<file path="src/rtl/instr_fetch_unit.sv">
// Fetch stage for the single-cycle RV32 datapath: owns the PC, fetches over req/ack and presents one instruction per EXEC cycle.
// Optional fetch watchdog enabled by defining FETCH_TIMEOUT_EN.
module instr_fetch_unit #(
  parameter logic [31:0] RESET_PC    = 32'h0000_0000,
  parameter int          TIMEOUT_CYC = 16
) (
  input  logic        clk,
  input  logic        rst_n,
  input  logic        PCsrc,
  input  logic [31:0] imm,
  input  logic        stall,
  output logic        imem_req,
  output logic [31:0] imem_addr,
  input  logic        imem_ack,
  input  logic [31:0] imem_rdata,
  output logic [31:0] I,
  output logic        I_valid,
  output logic [31:0] pc,
  output logic        fetch_err,
  output logic [1:0]  dbg_state   // 0=BOOT, 1=REQ, 2=EXEC
);

  typedef enum logic [1:0] {
    ST_BOOT = 2'd0,
    ST_REQ  = 2'd1,
    ST_EXEC = 2'd2
  } state_t;

  localparam logic [31:0] NOP = 32'h0000_0013;

  // The 5-bit wait counter bounds the usable timeout range.
  if (TIMEOUT_CYC < 2 || TIMEOUT_CYC > 32) begin : g_bad_timeout
    $error("TIMEOUT_CYC must be in 2..32");
  end

  state_t      state;
  logic [31:0] pc_sum;
  logic [31:0] next_pc;

  always_comb begin
    pc_sum  = PCsrc ? (pc + imm) : (pc + 32'd4);
    next_pc = {pc_sum[31:2], 2'b00};
  end

  assign imem_addr = pc;
  assign dbg_state = state;

`ifdef FETCH_TIMEOUT_EN
  localparam logic [4:0] WAIT_LAST = 5'(TIMEOUT_CYC - 1);
  logic [4:0] wait_cnt;
  logic       timed_out;
  assign timed_out = (wait_cnt == WAIT_LAST);
`else
  assign fetch_err = 1'b0;
`endif

  // Handshake: imem_req is held high with a stable imem_addr for the whole REQ
  // state; the fetch completes on the first rising edge that sees imem_ack=1,
  // with imem_rdata valid in that same cycle. imem_ack is ignored elsewhere.
  always_ff @(posedge clk or negedge rst_n) begin
    if (!rst_n) begin
      state    <= ST_BOOT;
      pc       <= RESET_PC;
      I        <= NOP;
      I_valid  <= 1'b0;
      imem_req <= 1'b0;
`ifdef FETCH_TIMEOUT_EN
      wait_cnt  <= '0;
      fetch_err <= 1'b0;
`endif
    end else begin
      case (state)
        ST_BOOT: begin
          state    <= ST_REQ;
          imem_req <= 1'b1;
`ifdef FETCH_TIMEOUT_EN
          wait_cnt <= '0;
`endif
        end
        ST_REQ: begin
          if (imem_ack) begin
            I        <= imem_rdata;
            I_valid  <= 1'b1;
            imem_req <= 1'b0;
            state    <= ST_EXEC;
`ifdef FETCH_TIMEOUT_EN
          end else if (timed_out) begin
            // Abandon the fetch and retire a NOP in its place.
            I         <= NOP;
            I_valid   <= 1'b1;
            imem_req  <= 1'b0;
            fetch_err <= 1'b1;
            state     <= ST_EXEC;
          end else begin
            wait_cnt <= wait_cnt + 5'd1;
`endif
          end
        end
        ST_EXEC: begin
          // Stall takes priority: PCsrc/imm only matter on the releasing edge.
          if (!stall) begin
            pc       <= next_pc;
            I_valid  <= 1'b0;
            imem_req <= 1'b1;
            state    <= ST_REQ;
`ifdef FETCH_TIMEOUT_EN
            wait_cnt <= '0;
`endif
          end
        end
        default: begin
          state    <= ST_BOOT;
          I_valid  <= 1'b0;
          imem_req <= 1'b0;
        end
      endcase
    end
  end

endmodule
</file>
<file path="config.mk">
export PLATFORM = sky130hd
export DESIGN_NAME = instr_fetch_unit
export DESIGN_NICKNAME = d
export VERILOG_FILES = /design/src/rtl/instr_fetch_unit.sv
export SDC_FILE = /design/constraint.sdc
export NUM_CORES = 1
export LEC_CHECK = 0
export ABC_AREA = 0
export CORE_ASPECT_RATIO = 2
export CORE_MARGIN = 1.5
export CORE_UTILIZATION = 40
export DETAILED_ROUTE_END_ITERATION = 12
export DONT_BUFFER_PORTS = 1
export GPL_ROUTABILITY_DRIVEN = 0
export PLACE_DENSITY = 0.5
export SYNTH_ARGS = -nofsm -noshare
export SYNTH_HDL_FRONTEND = slang
export SYNTH_SLANG_ARGS = --single-unit
</file>
<file path="constraint.sdc">
create_clock -name clk -period 4.85 [get_ports clk]
set_clock_uncertainty 0.2 [all_clocks]
set_input_delay 0.485 -clock clk [delete_from_list [all_inputs] [get_ports clk]]
set_output_delay 0.485 -clock clk [all_outputs]
set_load 0.01 [all_outputs]
</file>
# Word-level counts from Yosys, hierarchy flattened

Index checks and enable logic that the tools add are counted.

$add $sub $neg: 2
Equal/unequal tests: 4
Mux-type cells: 10
Bitwise gates (word level): 2
Reduce and logical (&&, ||, !) cells: 5

Operators with widths:

| operator                                                         | count |
|---|---|
| 32-bit by 3-bit adder with 32-bit output (second input constant) | 1 |
| 32-bit adder                                                     | 1 |
| 32-bit 2-to-1 mux                                                | 1 |
| 1-bit case mux with 3 select lines                               | 2 |
| 2-bit case mux with 3 select lines                               | 1 |
| 2-bit AND reduction                                              | 3 |
| 1-bit 2-to-1 mux                                                 | 4 |
| 2-bit 2-to-1 mux                                                 | 2 |
| 2-bit inequality test (second input constant)                    | 2 |
| 3-bit AND reduction                                              | 1 |
| 2-bit by 1-bit == test with 1-bit output (second input constant) | 1 |
| 2-bit == test (second input constant)                            | 1 |
| 2-bit zero test                                                  | 1 |
| 1-bit inverter                                                   | 2 |

Register bits after elaboration: 66
Logic and storage cells: 28

# Longest topological paths before layout

Gate-level depths: netlist of the first run.

Word-level depth: 3
Mapped depth: 13
Mapped depth without buffers: 12

# Worst setup path before layout of the first run

Ideal clock, no wire load.

Path kind: input to register
From: input PCsrc
To: register pc[28] (netlist: imem_addr[28])
Library setup time: 0.123 ns
Arrival: 2.695 ns
Required time: 4.527 ns
Setup slack: 1.832 ns
Stages: 13
Buffers on the path: 3
Cells stage by stage: clkbuf_1 -> clkbuf_1 -> and2_1 -> ha_1 -> clkbuf_1 -> a21o_1 -> a21o_1 -> a21o_1 -> a2111oi_0 -> nor2_1 -> a21oi_1 -> xor2_1 -> o21ai_1

Word-level cells in the longest chain between the ends: 1

Ends and longest elaborated chain:

| what                 | RTL line | source |
|---|---|---|
| from (decl)          | 9        | `input logic PCsrc,` |
| 32-bit 2-to-1 mux    | 41       | `pc_sum = PCsrc ? (pc + imm) : (pc + 32'd4);` |
| to (signal assigned) | 102      | `pc <= next_pc;` |
| to (decl)            | 18       | `output logic [31:0] pc,` |

Every way passes these cells.
A chain may end at the register's enable or synchronous reset.

# Worst setup path after layout of the first run

From: register pc[2] (netlist: imem_addr[2])
To: register pc[26] (netlist: imem_addr[26])

Word-level cells in the longest chain between the ends: 2

Ends and longest elaborated chain:

| what                                                                     | RTL line |
|---|---|
| 32-bit by 3-bit adder with 32-bit output or 32-bit adder (tied branches) | 41 |
| 32-bit 2-to-1 mux (*)                                                    | 41 |

Every way passes the cells marked *; elsewhere a longest branch is shown, timed or not.

==> PnR_summary.wiki, run 1 <==
{| class="wikitable"
! Metric !! Value
|-
| EDFF count, synth || 0
|-
| Number of design-rule violations left by the first detailed-router iteration || 87
|-
| Number of cells on the worst hold path || 1
|-
| Peak Freq || 326.9 MHz
|-
| Antenna cells || 0
|-
| Data arrival time of the worst path || 3060 ps
|-
| Initial antenna violation count || 0
|-
| Net count of the finished layout || 535
|-
| Worst min-delay path category || in2reg
|-
| Cts repair resizes || 0
|-
| Endpoint of the most critical register-to-register path || imem_addr[26]$_DFFE_PN0P_
|-
| Worst-case setup margin in the final layout || 1791 ps
|-
| Post-detail-place hpwl || 8015 um
|-
| Max_cap viols || 0
|-
| Crit-path max cell delay || 480 ps
|-
| Die span in y || 153.1 um
|-
| Number of routed nets with antenna violations || 0
|-
| Leading register cell type out of synthesis || dfrtp_1
|-
| Layout cells sized above 1 || 15.19%
|-
| Slew margin rel. || 60.34%
|-
| Clock latency reported for the late side of the worst-skew pair || 330 ps
|-
| Result of the run || finished, final reports clean
|-
| Count of warnings emitted by yosys || 0
|-
| Top cells by area in the synthesized netlist || dfrtp_1 (34%), mux2_2 (8.3%), ha_1 (8.1%), buf_4 (6.2%), and2_1 (4.4%)
|-
| Worst setup SP type || flip-flop
|-
| Worst reg-to-reg setup slack || 1790 ps
|-
| Number of cell rows || 54
|-
| Series of cell instances along the critical path || ha_1 > inv_1 > fa_1 > nor2b_1 > o211ai_1 > a21oi_1 > o211ai_1 > and2_1 > o211ai_1 > xnor2_1 > o21ai_1
|-
| Biggest area consumer among synthesized cells || dfrtp_1
|-
| CORE AREA || 10950 sq um
|-
| Average detailed-routed wire length per instance || 18.30 um
|-
| Portion of the post-synthesis area used by sequential elements || 36.20%
|-
| Area enclosed by the die boundary || 11940 sq um
|-
| Final hold viol count || 0
|-
| Critical-path cell with the highest stage delay || dfrtp_1
|-
| Clock slew seen by the registers of the worst setup and hold paths || 60 ps
|-
| Count of cell types in the netlist || 60
|-
| Routed wire length on met3 || 713 um
|-
| Required time at the worst-slack endpoint || 4850 ps
|-
| Sink of the worst hold path || I[16]$_DFFE_PN0P_
|-
| Syn Std Cell Area || 4503 sq um
|-
| TritonCTS Sinks || 65
|-
| Worst IR drop on VDD || 316.6 uV
|-
| Vias in the first global route || 3478
|-
| Die outline width || 78.03 um
|-
| Clock tree from TritonCTS || yes
|-
| Worst setup slack before clock tree synthesis || 1650 ps
|-
| Most common cell after layout, fill and taps aside || dfrtp_1
|-
| Number of iterations in the first detailed-routing pass || 4
|-
| Fraction of registers with async set or reset after synthesis || 100.0%
|-
| Remaining routing DRC violations || 0
|-
| Setup Total Neg Slack || 0 ps
|-
| Flip-flop and latch count after synthesis || 65
|-
| Commonest cells after routing, fill and taps aside || dfrtp_1 (62), nand2_1 (45), mux2_2 (33), and2_1 (32), o21ai_0 (30)
|-
| Highest metal layer with signal wires || met4
|-
| Total I/O pin count || 170
|-
| Worst Path Max Fanout || 4
|-
| Level count of the clock H-tree || 3
|-
| Routed vias || 3217
|-
| Share of the synthesized area in the top cell type || 34.45%
|-
| Static leakage || 2.086 nW
|-
| Synth Instances || 473
|-
| Unrepaired setup endpoints after global routing || no
|-
| Category of the worst setup path capture point || flip-flop
|-
| Count of filler cells inserted in the layout || 1119
|-
| Period minus WS final || 3059 ps
|-
| Measured slew at the worst slew-check pin || 594.9 ps
|-
| Worst Path Class, Setup || reg2reg
|-
| HP Start || imem_rdata[16]
|-
| Final-report setup violation count || 0
|-
| Bufs on Longest Clock Path || 2
|-
| Mean instance size in the synthesized netlist || 9.520 sq um
|-
| Effective utilization at floorplan || 41.14%
|-
| Wl on met1 || 3548 um
|-
| Global-route wire length before repair || 17070 um
|-
| Overall overflow remaining after global route || 0
|-
| Most common cell type on the critical path || o211ai_1
|-
| Root buffer cell || clkbuf_16
|-
| Average via count per standard cell || 5.537
|-
| Worst reg2reg path startpoint || imem_addr[2]$_DFFE_PN0P_
|-
| Maximum number of pins on one net before global-route repair || 66
|-
| Number of clock buffers inserted by TritonCTS || 9
|-
| Worst hold slack across all endpoints || 97.56 ps
|-
| Cell area power density || 653.8 nW/um^2
|-
| Area growth from synthesis to layout || 4.029%
|-
| Logic depth of the worst register-to-register path || 11
|-
| Slew Limit Fails || 0
|-
| Drt total wl || 10630 um
|-
| Port-buffer cells || 0
|-
| Fraction of the cycle the final worst path needs || 63.08%
|-
| WL met2 || 5981 um
|-
| Global-route usage over all layers || 18.54%
|}
## Yosys cell counts (2+ instances only)
library cell,number
a211oi_1,3
a21o_1,12
a21oi_1,22
a21oi_2,3
a311oi_1,3
a31oi_1,5
and2_1,32
and3_1,2
buf_2,2
buf_4,37
buf_6,4
clkbuf_1,12
dfrtp_1,62
dfstp_2,3
ha_1,29
inv_1,6
mux2_2,33
mux2i_1,3
nand2_1,45
nand2b_1,5
nand3_1,7
nand4_1,6
nor2_1,18
nor2b_1,5
nor3_1,3
nor3b_1,4
o211ai_1,3
o21a_1,3
o21ai_0,30
o21ai_1,15
o311ai_1,2
o31a_1,3
xnor2_1,9
xor2_1,16
## registers in the layout, indices dropped and copies added (netlist names)
| name | count |
|---|---|
| imem_addr | 30 |
| dbg_state | 2 |
| I_valid | 1 |
| I | 32 |
## kinds of logic after synthesis
kind of cell | count (synthesis) | synth area share [%]
multiplexers | 36 | 8.919
other | 1 | 0.08328
AO/OA/AOI/OAI | 118 | 16.81
XOR/XNOR | 25 | 4.862
buffers and inverters | 62 | 9.002
adder cells (fa/ha/maj) | 30 | 8.502
AND/OR/NAND/NOR | 136 | 15.62
flip-flops | 65 | 36.20
## worst max-delay path by stage
| stage | to | slack, ps | depth (start not counted) | start |
|---|---|---|---|---|
| finish | imem_addr[26]$_DFFE_PN0P_ | 1790 | 11 | imem_addr[2]$_DFFE_PN0P_ |
| global route | imem_addr[26]$_DFFE_PN0P_ | 1530 | 11 | imem_addr[2]$_DFFE_PN0P_ |
| CTS | imem_addr[31]$_DFFE_PN0P_ | 1710 | 9 | imem_addr[3]$_DFFE_PN0P_ |
| detailed placement | imem_addr[31]$_DFFE_PN0P_ | 1650 | 11 | imm[3] |
| global placement | imem_addr[26]$_DFFE_PN0P_ | 1710 | 12 | imm[2] |
| floorplan | imem_addr[28]$_DFFE_PN0P_ | 1830 | 13 | PCsrc |
## timing repair
action / in CTS / in global routing
hold buffers: 2 / 0
hold endpoints to repair: 65 / 0
buffers inserted: 0 / 0
## layer usage
metal	up-vias	track usage, %
met5	-	0
met4	0	9.184
met3	25	5.194
met2	132	35.45
met1	1514	17.35
li1	1546	-
## power by group
group / internal [W] / leakage [nW] / total [W] / switching (W)
Clock: 0.000453 / 0.149 / 0.000713 / 0.000260
Combinational: 0.000509 / 1.15 / 0.00109 / 0.000582
Sequential: 0.000814 / 0.785 / 0.00126 / 0.000445
Total: 0.00178 / 2.09 / 0.00306 / 0.00129
## layout make-up
type	instances	area, sq um	area share [%]
Clock inverter	6	92.59	1.976
Inverter	6	22.52	0.4808
Sequential cell	65	1630	34.80
Clock buffer	10	229.0	4.888
Timing Repair Buffer	4	52.55	1.122
Multi-Input combinational cell	350	2482	52.99
Tap cell	140	175.2	3.739
## worst max-delay path: cells and delay by family (launching register included)
family,cells,cell delay (ps)
xor gates and xnor gates,1,150
adders and majority gates,2,600
AOI/OAI and AO/OA,5,1030
buffers and inverters,1,50
DFF,1,480
and+or+nand+nor,2,410
## through the flow
stage | instances | area [sq um] | util [%] | power (W)
finish | 581 | 4684 | 42.80 | 0.003063
detailed placement | 563 | 4325 | 39.52 | 0.002367
global placement | 563 | 4325 | 39.52 | 0.002336
floorplan | 477 | 4518 | - | 0.002286
global route | 581 | 4684 | 42.80 | 0.003305
CTS | 581 | 4684 | 42.80 | 0.003113
Note: power is estimated with default switching activity, not from simulation.
==> run 2: changes to the inputs <==
Clock period 4.85 ns to 3.02 ns, I/O delays scaled along.
==> run 2 against run 1 <==
Net effect:
- critical path depth is 1 higher
- hold slack got worse by 77 ps
- largest power group is now combinational cells
- non-clock buffer count is 57 higher
- global-route usage rose by 0.64 points
- critical endpoint is now imem_addr[28]$_DFFE_PN0P_
- critical path type unchanged
- register-to-register slack got worse by 1600 ps
- fmax is 6.8% higher
- routed wire length up 3.9%
- design area increased by 11%
==> PnR_summary.wiki, run 2 (same netlist as run 1, synthesis figures left out) <==
{| class="wikitable"
! Metric !! Value
|-
| Result of the run || finished, final reports clean
|-
| Layout Cell Area excl Fill || 5195 sq um
|-
| Worst IR drop on VDD || 576.7 uV
|-
| Port-buffer cells || 0
|-
| Worst setup SP type || flip-flop
|-
| Remaining routing DRC violations || 0
|-
| Max FFs per register || 32
|-
| Average via count per standard cell || 5.353
|-
| Number of routed nets with antenna violations || 0
|-
| Area enclosed by the die boundary || 11940 sq um
|-
| Series of cell instances along the critical path || ha_1 > inv_1 > fa_1 > nor2b_1 > o211ai_1 > a21oi_1 > buf_4 > a211oi_1 > nor2_1 > a21oi_1 > xor2_1 > o21ai_1
|-
| Worst Path Class, Setup || reg2reg
|-
| Final-report setup violation count || 0
|-
| Antenna cells || 0
|-
| Worst hold slack across all endpoints || 20.73 ps
|-
| TritonCTS Sinks || 65
|-
| Number of design-rule violations left by the first detailed-router iteration || 102
|-
| Max_cap viols || 0
|-
| Cell area power density || 988.8 nW/um^2
|-
| Worst min-delay path category || in2reg
|-
| Biggest register || I
|-
| Clock latency reported for the late side of the worst-skew pair || 330 ps
|-
| Most common cell type on the critical path || a21oi_1
|-
| Worst setup startpoint || imem_addr[2]$_DFFE_PN0P_
|-
| Bufs on Longest Clock Path || 2
|-
| Post-layout utilization of the core || 47.46%
|-
| Category of the worst setup path capture point || flip-flop
|-
| Clock slew seen by the registers of the worst setup and hold paths || 60 ps
|-
| Layout cells sized above 1 || 18.27%
|-
| Average detailed-routed wire length per instance || 17.31 um
|-
| Worst reg2reg path startpoint || imem_addr[2]$_DFFE_PN0P_
|-
| Post-detail-place hpwl || 8113 um
|-
| Endpoint of the most critical register-to-register path || imem_addr[28]$_DFFE_PN0P_
|-
| Critical-path cell with the highest stage delay || dfrtp_1
|-
| Unrepaired setup endpoints after global routing || no
|-
| Number of cell rows || 54
|-
| Static leakage || 2.343 nW
|-
| Number of cells on the worst hold path || 2
|-
| Setup Total Neg Slack || 0 ps
|-
| Global-route wire length before repair || 17880 um
|-
| Data arrival time of the worst path || 2850 ps
|-
| Clock tree from TritonCTS || yes
|-
| Slew margin rel. || 41.53%
|-
| Number of clock buffers inserted by TritonCTS || 9
|-
| Dpl cell area || 4506 sq um
|-
| Initial antenna violation count || 0
|-
| Root buffer cell || clkbuf_16
|-
| Final hold viol count || 0
|-
| Crit-path max cell delay || 380 ps
|-
| HP Start || imem_ack
|-
| Worst reg-to-reg setup slack || 150 ps
|-
| Overall overflow remaining after global route || 0
|-
| Commonest cells after routing, fill and taps aside || dfrtp_1 (62), nand2_1 (45), dlygate4sd3_1 (34), mux2_2 (33), and2_1 (32)
|-
| Net count of the finished layout || 592
|-
| Routed vias || 3415
|-
| Logic depth of the worst register-to-register path || 12
|-
| Required time at the worst-slack endpoint || 3000 ps
|-
| Count of filler cells inserted in the layout || 1045
|-
| Period minus WS final || 2866 ps
|-
| Most common cell after layout, fill and taps aside || dfrtp_1
|-
| Worst Path Max Fanout || 3
|-
| Effective utilization at floorplan || 41.14%
|-
| Sink of the worst hold path || dbg_state[0]$_DFFE_PN0P_
|-
| Global-route usage over all layers || 19.18%
|-
| Cell family contributing the most delay on the critical path || compound AO/OA/AOI/OAI gates
|-
| Drt total wl || 11040 um
|-
| Peak Freq || 349.0 MHz
|-
| Die span in y || 153.1 um
|-
| Fraction of the cycle the final worst path needs || 94.89%
|-
| Total I/O pin count || 170
|-
| Die outline width || 78.03 um
|-
| Number of iterations in the first detailed-routing pass || 4
|-
| Area growth from synthesis to layout || 15.37%
|-
| Maximum number of pins on one net before global-route repair || 66
|-
| CORE AREA || 10950 sq um
|-
| Cts repair resizes || 0
|-
| Slew Limit Fails || 0
|-
| Vias in the first global route || 3700
|-
| Sum of buffers and inverters on the critical path || 2
|-
| Level count of the clock H-tree || 3
|-
| Measured slew at the worst slew-check pin || 877.0 ps
|}
==> run 2: routing by layer <==
layer	track usage [%]	vias up	share of wire, %
met3	4.716	20	5.6
li1	-	1658	-
met2	37.89	115	57
met1	17.98	1622	35
met5	0	-	0
met4	7.823	0	2.5
==> run 2: how the worst max path moves through the flow <==
stage	to	slack [ps]	cells after the start
floorplan	imem_addr[28]$_DFFE_PN0P_	190	13
global placement	imem_addr[28]$_DFFE_PN0P_	170	13
detailed placement	imem_addr[28]$_DFFE_PN0P_	140	13
CTS	imem_addr[28]$_DFFE_PN0P_	170	12
global route	imem_addr[28]$_DFFE_PN0P_	7	12
finish	imem_addr[28]$_DFFE_PN0P_	150	12
==> run 2: per-stage QoR <==
| stage | power, W | setup slack [ps] | instances |
|---|---|---|---|
| global route | 0.005541 | 7.368 | 638 |
| CTS | 0.005206 | 165.5 | 638 |
| detailed placement | 0.003977 | 142.8 | 587 |
| finish | 0.005137 | 154.4 | 638 |
| global placement | 0.003930 | 170.2 | 587 |
| floorplan | 0.003672 | 185.3 | 477 |
==> run 2: timing repair <==
action                    4_1_cts  5_1_grt
hold buffers                   35        0
buffers inserted                0        0
hold endpoints to repair      100        0
==> run 2: cell type report <==
type | count | area (sq um) | area share [%]
clock inverters | 6 | 92.59 | 1.782
repair buffers | 61 | 563.0 | 10.84
multi-input cells | 350 | 2482 | 47.78
clock buffers | 10 | 229.0 | 4.408
well taps | 140 | 175.2 | 3.372
inverters | 6 | 22.52 | 0.4335
flip-flops and latches | 65 | 1630 | 31.38
==> run 2: where the power goes <==
part | leakage (nW) | internal, W | switching [W]
combinational | 1.41 | 0.000991 | 0.00117
sequential | 0.785 | 0.00131 | 0.000535
clock | 0.149 | 0.000727 | 0.000405
==> run 3: changes to the inputs <==
Settings changed: CAP_MARGIN from default to 15, CTS_CLUSTER_SIZE from default to 12.
==> results of run 3 <==
No change in the layout: final DEF, timing and power equal those of run 2.
